--- src/rtl/ahb_arb_pkg.sv ---
// ---------------------------------------------------------------------------
// ahb_arb_pkg
// Shared types and constants for the AHB round-robin arbiter and its
// priority picker.
//   arb_state_t : arbiter FSM state encoding
//   HRESP_*     : AHB response encodings used by the arbiter
//   owner_t     : 2-bit master index (supports up to four requesters)
// ---------------------------------------------------------------------------
package ahb_arb_pkg;

    typedef enum logic [1:0] {
        IDLE    = 2'b00,
        GRANT   = 2'b01,
        RECOVER = 2'b10
    } arb_state_t;

    localparam logic HRESP_OKAY  = 1'b0;
    localparam logic HRESP_ERROR = 1'b1;

    typedef logic [1:0] owner_t;

endpackage

--- src/rtl/ahb_rr_pick.sv ---
// ---------------------------------------------------------------------------
// ahb_rr_pick
// Combinational round-robin priority picker. Scans the request vector
// starting just after 'last' and wrapping modulo N; the first set request
// wins. With 'excl' high, the request of master 'last' is ignored so the
// previous owner cannot win again while others are waiting.
// Ports:
//   req   in  N   request vector
//   last  in  2   index of the most recent owner (lowest priority)
//   excl  in  1   mask out req[last] from the scan
//   valid out 1   at least one (unmasked) request present
//   win   out 2   winning master index
// ---------------------------------------------------------------------------
module ahb_rr_pick
    import ahb_arb_pkg::*;
#(
    parameter int N = 3
) (
    input  logic [N-1:0] req,
    input  owner_t       last,
    input  logic         excl,
    output logic         valid,
    output owner_t       win
);

    logic [N-1:0] req_m_s;
    owner_t       idx_s;
    logic         hit_s;

    // Remove the previous owner's request when exclusion is requested.
    always_comb begin
        req_m_s = req;
        for (int i = 0; i < N; i++) begin
            req_m_s[i] = req[i] & ~(excl & (last == owner_t'(i)));
        end
    end

    // Rotating scan: last+1, last+2, ... last+N (the last one is 'last' itself).
    always_comb begin
        valid = 1'b0;
        win   = 2'd0;
        idx_s = 2'd0;
        hit_s = 1'b0;
        for (int k = 1; k <= N; k++) begin
            idx_s = owner_t'((int'(last) + k) % N);
            hit_s = req_m_s[idx_s] & ~valid;
            valid = valid | hit_s;
            win   = hit_s ? idx_s : win;
        end
    end

endmodule

--- src/rtl/ahb_rr_arbiter.sv ---
// ---------------------------------------------------------------------------
// ahb_rr_arbiter
// Round-robin AHB arbiter. One master is granted at a time; the grant is
// held until the selected slave ends the transfer with OKAY or ERROR
// (hready=1). A watchdog forces a one-cycle RECOVER state if hready stays
// low for TIMEOUT consecutive cycles of a grant.
// Ports:
//   hclk, hresetn   clock, asynchronous active-low reset
//   hreq        in  N_MASTERS        per-master level request
//   sel_in      in  N_MASTERS*SEL_W  per-master slave select
//   hready      in  1                ready from selected slave
//   hresp       in  1                0 = OKAY, 1 = ERROR
//   hgrant      out N_MASTERS        one-hot grant (registered)
//   sel         out SEL_W            granted master's select, 0 when idle
//   hmaster     out 2                address-phase owner
//   hmaster_d   out 2                data-phase owner (follows hmaster on hready)
//   resp_err    out 1                pulse: transfer ended with ERROR
//   timeout_err out 1                pulse: watchdog fired
// ---------------------------------------------------------------------------
module ahb_rr_arbiter
    import ahb_arb_pkg::*;
#(
    parameter int N_MASTERS = 3,
    parameter int SEL_W     = 4,
    parameter int TIMEOUT   = 16
) (
    input  logic                       hclk,
    input  logic                       hresetn,
    input  logic [N_MASTERS-1:0]       hreq,
    input  logic [N_MASTERS*SEL_W-1:0] sel_in,
    input  logic                       hready,
    input  logic                       hresp,
    output logic [N_MASTERS-1:0]       hgrant,
    output logic [SEL_W-1:0]           sel,
    output owner_t                     hmaster,
    output owner_t                     hmaster_d,
    output logic                       resp_err,
    output logic                       timeout_err
);

    localparam int                WD_W    = $clog2(TIMEOUT);
    localparam logic [WD_W-1:0]   WD_LAST = WD_W'(TIMEOUT - 1);
    localparam logic [WD_W-1:0]   WD_MAX  = {WD_W{1'b1}};

    arb_state_t             state_r, state_s;
    owner_t                 last_owner_r, last_owner_s;
    logic [WD_W-1:0]        wd_cnt_r, wd_cnt_s;
    logic [N_MASTERS-1:0]   hgrant_s;
    logic [SEL_W-1:0]       sel_s;
    owner_t                 hmaster_s;
    logic                   resp_err_s;
    logic                   timeout_err_s;
    logic                   pick_valid_s;
    owner_t                 pick_win_s;
    logic                   excl_s;
    logic [SEL_W-1:0]       sel_arr_s [N_MASTERS];

    function automatic logic [N_MASTERS-1:0] to_onehot(input owner_t idx);
        logic [N_MASTERS-1:0] v;
        v      = {N_MASTERS{1'b0}};
        v[idx] = 1'b1;
        return v;
    endfunction

    for (genvar g = 0; g < N_MASTERS; g++) begin : g_sel_unpack
        assign sel_arr_s[g] = sel_in[g*SEL_W +: SEL_W];
    end

    // While granted, the current owner is excluded so a waiting master wins.
    assign excl_s = (state_r == GRANT);

    ahb_rr_pick #(
        .N     (N_MASTERS)
    ) u_pick (
        .req   (hreq),
        .last  (last_owner_r),
        .excl  (excl_s),
        .valid (pick_valid_s),
        .win   (pick_win_s)
    );

    // Next-state, watchdog and next-output computation.
    always_comb begin
        state_s       = state_r;
        last_owner_s  = last_owner_r;
        wd_cnt_s      = {WD_W{1'b0}};
        hgrant_s      = hgrant;
        sel_s         = sel;
        hmaster_s     = hmaster;
        resp_err_s    = 1'b0;
        timeout_err_s = 1'b0;
        case (state_r)
            IDLE: begin
                if (pick_valid_s) begin
                    state_s      = GRANT;
                    hgrant_s     = to_onehot(pick_win_s);
                    sel_s        = sel_arr_s[pick_win_s];
                    hmaster_s    = pick_win_s;
                    last_owner_s = pick_win_s;
                end else begin
                    hgrant_s = {N_MASTERS{1'b0}};
                    sel_s    = {SEL_W{1'b0}};
                end
            end
            GRANT: begin
                sel_s = sel_arr_s[hmaster];
                if (hready) begin
                    // Transfer ended (OKAY or ERROR); done takes priority over the watchdog.
                    resp_err_s = (hresp == HRESP_ERROR);
                    if (pick_valid_s) begin
                        hgrant_s     = to_onehot(pick_win_s);
                        sel_s        = sel_arr_s[pick_win_s];
                        hmaster_s    = pick_win_s;
                        last_owner_s = pick_win_s;
                    end else if (hreq[hmaster]) begin
                        hgrant_s = to_onehot(hmaster);
                    end else begin
                        state_s  = IDLE;
                        hgrant_s = {N_MASTERS{1'b0}};
                        sel_s    = {SEL_W{1'b0}};
                    end
                end else if (wd_cnt_r == WD_LAST) begin
                    state_s       = RECOVER;
                    hgrant_s      = {N_MASTERS{1'b0}};
                    sel_s         = {SEL_W{1'b0}};
                    timeout_err_s = 1'b1;
                end else begin
                    wd_cnt_s = (wd_cnt_r == WD_MAX) ? wd_cnt_r : wd_cnt_r + WD_W'(1);
                end
            end
            RECOVER: begin
                state_s  = IDLE;
                hgrant_s = {N_MASTERS{1'b0}};
                sel_s    = {SEL_W{1'b0}};
            end
            default: begin
                state_s  = IDLE;
                hgrant_s = {N_MASTERS{1'b0}};
                sel_s    = {SEL_W{1'b0}};
            end
        endcase
    end

    // State and registered outputs.
    always_ff @(posedge hclk or negedge hresetn) begin
        if (!hresetn) begin
            state_r      <= IDLE;
            last_owner_r <= owner_t'(N_MASTERS - 1);
            wd_cnt_r     <= {WD_W{1'b0}};
            hgrant       <= {N_MASTERS{1'b0}};
            sel          <= {SEL_W{1'b0}};
            hmaster      <= 2'd0;
            hmaster_d    <= 2'd0;
            resp_err     <= 1'b0;
            timeout_err  <= 1'b0;
        end else begin
            state_r      <= state_s;
            last_owner_r <= last_owner_s;
            wd_cnt_r     <= wd_cnt_s;
            hgrant       <= hgrant_s;
            sel          <= sel_s;
            hmaster      <= hmaster_s;
            resp_err     <= resp_err_s;
            timeout_err  <= timeout_err_s;
            if (hready) begin
                hmaster_d <= hmaster;
            end else begin
                hmaster_d <= hmaster_d;
            end
        end
    end

endmodule

--- config.mk ---
export PLATFORM = sky130hd
export DESIGN_NAME = ahb_rr_arbiter
export DESIGN_NICKNAME = d
export VERILOG_FILES = /design/src/rtl/ahb_arb_pkg.sv /design/src/rtl/ahb_rr_pick.sv /design/src/rtl/ahb_rr_arbiter.sv
export SDC_FILE = /design/constraint.sdc
export NUM_CORES = 1
export LEC_CHECK = 0
export BUFFER_PORTS_ARGS = -buffer_cell sky130_fd_sc_hd__buf_2
export CAP_MARGIN = 0
export CORE_MARGIN = 4
export CORE_UTILIZATION = 51
export CTS_CLUSTER_DIAMETER = 200
export DETAILED_ROUTE_END_ITERATION = 16
export PLACE_DENSITY = 0.78
export SETUP_SLACK_MARGIN = 0.05
export SYNTH_ARGS = -nofsm -noshare
export SYNTH_HDL_FRONTEND = slang
export SYNTH_SLANG_ARGS = --single-unit
--- constraint.sdc ---
create_clock -name hclk -period 6.6 [get_ports hclk]
set_input_delay 0.66 -clock hclk [delete_from_list [all_inputs] [get_ports hclk]]
set_output_delay 0.66 -clock hclk [all_outputs]
set_load 0.02 [all_outputs]
; ---- Yosys cells after proc, flatten, opt, wreduce, memory -nomap -nowiden
; Cells that the tools add are included.
[word_totals]
regBits = 21
input_bits = 19
out_inout_bits = 13
word_cells = 111
[classes]
add_sub_neg = 4
div = 3
n_lt_le_gt_ge = 9
n_eq_ne = 9
mux = 53
n_bitwise = 17
reduce_logical = 7
[ops]
columns = cell, n
row1 = remainder unit 32 x 3 -> 32 bit (second input constant), 3
row2 = two-way mux 4 bit, 12
row3 = two-way mux 2 bit, 12
row4 = binary-select mux 4 bit (select 2 bit), 2
row5 = less-than comparator 2 x 3 -> 1 bit (second input constant), 5
row6 = two-way mux 3 bit, 5
row7 = one-hot mux 2 bit (2 select lines), 3
row8 = two-way mux 1 bit, 11
row9 = inequality test 3 bit (second input constant), 3
row10 = AND 1 bit, 8
row11 = binary-select mux 1 bit (select 2 bit), 4
row12 = one-hot mux 4 bit (2 select lines), 1
row13 = adder 2 x 2 -> 3 bit (second input constant), 2
row14 = >= comparator 3 bit (second input constant), 2
row15 = inverter 2 -> 3 bit, 2
row16 = one-hot mux 3 bit (2 select lines), 1
row17 = inverter 1 bit, 5
row18 = adder 4 x 1 -> 4 bit (second input constant), 1
row19 = demux 1 bit (select 2 bit), 2
row20 = == test 2 x 1 -> 1 bit (second input constant), 2
row21 = == test 4 bit (second input constant), 1
row22 = >= comparator 2 x 1 -> 1 bit (second input constant), 2
row23 = logical NOT 2 bit, 2
row24 = inequality test 2 bit (second input constant), 2
row25 = 7 further kinds, 9

; ---- Logic depth before layout (Yosys ltp)
[depth]
ltp_word = 19
depth_mapped = 10
ltp_nobuf = 8

; ---- Cells and area by module
; From an unflattened synthesis, not the netlist that was laid out.
[unflattened]
cells_unflattened = 133
hier_area_um2 = 1312.5
[by_module_without_submodules]
columns = module, n_inst, cells_per_inst, area_each_um2, seq_area_each_um2
row1 = ahb_rr_arbiter, 1, 100, 1059.8, 501.7
row2 = ahb_rr_pick, 1, 33, 252.7, 0.0

; ---- Worst setup path after synthesis
; OpenSTA, ideal clock, no wires.
[synth_path]
path_type = register -> register
from = reg last_owner_r[0]
to = reg sel[0]
setup_ps = 140
arrival_ps = 2244
required_time_ps = 6460
slack_ps = 4216
stages_incl_launch_ff = 10
n_path_buf = 1
synth_period_minus_slack_ps = 2384
path_cell_list = dfrtp_1 -> clkbuf_1 -> inv_1 -> ha_1 -> or3b_1 -> o31ai_2 -> a21oi_2 -> a31oi_4 -> mux2i_1 -> o221ai_1
[synth_via]
elab_chain_cells = 19
word_cells_on_any_way = 41
cone_classes = add/sub (3) / div (3) / eq/ne (2) / mux (16) / bitwise (16) / reduce/logical (1)
[synth_rtl]
columns = item, line_no
row1 = start: declaration, ahb_rr_arbiter.sv:46  ; owner_t last_owner_r, last_owner_s;
row2 = start signal: assignment, ahb_rr_arbiter.sv:148  ; last_owner_r <= owner_t'(N_MASTERS - 1);
row3 = start signal: assignment, ahb_rr_arbiter.sv:158  ; last_owner_r <= last_owner_s;
row4 = branches (longest 18 deep; another with remainder unit 32 x 3 -> 32 bit), -
row5 = one-hot mux 4 bit (2 select lines) *, ahb_rr_arbiter.sv:92  ; case (state_r)
row6 = named net sel_s[0], ahb_rr_arbiter.sv:49  ; logic [SEL_W-1:0] sel_s;
row7 = end signal: assignment, ahb_rr_arbiter.sv:151  ; sel <= {SEL_W{1'b0}};
row8 = end signal: assignment, ahb_rr_arbiter.sv:161  ; sel <= sel_s;
row9 = end: declaration, ahb_rr_arbiter.sv:34  ; output logic [SEL_W-1:0] sel,
; Mark *: on every way through the listed nets, which the timed path passes. The select of a mux whose other input is x is not followed.
; A chain may end at the register's enable or synchronous reset.

; ---- Worst setup path in the final report
[layout_path]
from = reg last_owner_r[0]
to = reg sel[2]
; The elaborated chain is that of the path after synthesis.

==> results.ini <==
[worst_setup_path]
timing.critical_path.buf_inv=1
path_cells=inv_1 > ha_1 > or3b_1 > o31ai_2 > o211ai_1 > a21boi_0 > nand2_1 > o221ai_1
critPathTopFamily=compound AO/OA/AOI/OAI gates
worstPathArrival_ns=2.87
critPathRequiredTime_ns=6.82
critPathLaunchType=register
rrSetupSlack_ns=3.95
path_class=register to register
path_max_fanout=12
max_stage_delay_ns=0.57
cp-end-kind=register
slowest_stage=dfrtp_1

[global_route]
grt_overflow=0
antenna_found_initial=0
grt_pass1_wl_um=5120
grt_max_degree=21
grt_pass1_vias=1144
grt_usage=0.194

[yosys]
synth-adder-area-share=0.0392
synthFlopType=dfrtp_1
synth_area_um2=1280
yosys.area_share.simple=0.202
synth_edf_count=0
synthDistinctLibCells=45
synth-xor-area-share=0.0137
synthesis.nets=154
synth_seq_cells=20
synthArstFlopShare=1.00
syn_inst=131
yosysSeqAreaShare=0.393
ys_warn_count=0
synth_compound_area_frac=0.205
synth_mux_area_frac=0.0960
synth_top_family_by_area=compound AO/OA/AOI/OAI gates
synth_area_per_cell_um2=9.75

[drt]
drtIter0Drc=59
vias=1140
wl_per_cell_um=16.2
wirelength_met1_um=1260
drt_wl_total_um=3020
met2_length_um=1480
dr.pass1.iters=4
drc=0
dr_wl_met3_um=241
viasPerCell=6.10
top_layer=met4
detail-route-antenna-nets=0

[sta]
setup_slack_ns=3.95
rsz0062_at_grt=false
finalSetupViolCount=0
fin_skew_ns=0.00967
fin_crit_sh=0.402
hold_violations=0
slew_headroom=0.545
finalCriticalPeriod_ns=2.65
drv_slew=0
tightest_slew_ns=0.676
finalSetupTns_ns=0
max_freq_mhz=377
hold-worst-slack_ns=0.270

[placed_design]
gp_congestion=0.866
dpl.cell_count=183
pre_cts_ws_ns=4.00
dpl_cell_area_um2=1420
hpwl_um=2250
io_buffer_count=31

[flow_run]
cap_viol_max_count=0

[cells_and_area]
fin_cells=187
area_delta_synth_final_pct=15.0
n_antenna_cell=0
final_cell_mix=buf_2 (31), dfrtp_1 (19), nand2_1 (12)
layout_commonest_cell=buf_2
fillerInstances=198
fin_area_um2=1470
final_util=0.639
drive_gt1_frac=0.308
fin_nets=183

[worst_hold_path]
hp-class=input port to async pin

[cts]
post_cts_buffers=0
cts_resized=0
htree_levels=1
cts_sinks=20
cts_buffers=3
tritoncts=yes
cts_hold_buf=0
cts.reportedPaths.clkPinSlew_ns=0.12
cts_buffer_depth=2
clk_latency_ns=0.31
clockRootBuffer=clkbuf_4

[floorplanning]
io_pins=32
die_h_um=58.1
start_util=0.556
core_region_area_um2=2300
chipWidth_um=58.1
die_area_um2=3370
rows=17

[power_and_ir_drop]
vdd_drop_max_uv=365
p_leak_nw=0.699
powerDensity_nw_per_um2=557
total_power_mw=0.819

[outcome]
status=finished, final reports clean

[cell families (layout without fill, tap and decap cells)]
kind of cell,after synthesis,in the layout
AND/OR/NAND/NOR,48,48
AO/OA/AOI/OAI,34,34
multiplexers,12,12
flip-flops,20,20
buffers and inverters,11,39
adder cells (fa/ha/maj),4,4
XOR/XNOR,2,2
[state kept, by name (all words and copies together) (netlist names)]
name,count
resp_err,1
timeout_err,1
sel,4
last_owner_r,2
hgrant,3
state_r,2
wd_cnt_r,4
hmaster,1
hmaster_d,2
[final timing paths]
kind / endpoint / startpoint / depth (start not counted)
max: sel[2] / last_owner_r[0] / 8
min: wd_cnt_r[3] / hresetn / 1
max reg2reg: sel[2] / last_owner_r[0] / 8
min reg2reg: wd_cnt_r[0] / wd_cnt_r[0] / 1
max in group asynchronous: last_owner_r[1] / hresetn / 1
min in group hclk: wd_cnt_r[0] / wd_cnt_r[0] / 1
[metal layers]
| layer | vias up | GRT usage |
|---|---|---|
| met5 | - | 0 |
| met2 | 56 | 0.313 |
| li1 | 540 | - |
| met4 | 0 | 0.0596 |
| met1 | 538 | 0.245 |
| met3 | 6 | 0.0668 |
[power by group]
part	switching (mW)	leakage [nW]	internal [mW]
Clock	0.0402	0.0279	0.0614
Combinational	0.301	0.418	0.201
Sequential	0.0430	0.253	0.172
[cell type report]
cell class              count  area (um2)  area share
well taps                  28        35.0      0.0239
clock buffers               3        22.5      0.0153
repair buffers             31         155       0.106
flip-flops and latches     20         502       0.342
clock inverters             1        30.0      0.0204
inverters                   4        15.0      0.0102
multi-input cells         100         709       0.483
[synth_stat cells, types with 2 or more instances]
master	count	area share
a22o_1	2	0.014
a21boi_0	3	0.018
nor2_1	10	0.029
dfrtp_1	19	0.37
o21ai_0	2	0.0078
o221ai_1	4	0.027
and3_2	3	0.018
nand3b_1	2	0.012
mux2i_1	10	0.078
mux2_2	2	0.018
inv_1	4	0.012
nand3_1	6	0.024
nor3_1	3	0.012
nand2_1	12	0.035
nor3b_1	2	0.012
or4_1	2	0.012
buf_4	2	0.012
a21oi_1	8	0.031
buf_2	2	0.0078
buf_6	2	0.018
nand4_1	2	0.0098
ha_1	4	0.039
o211ai_1	3	0.018
Power figures use the tool's default switching activity.
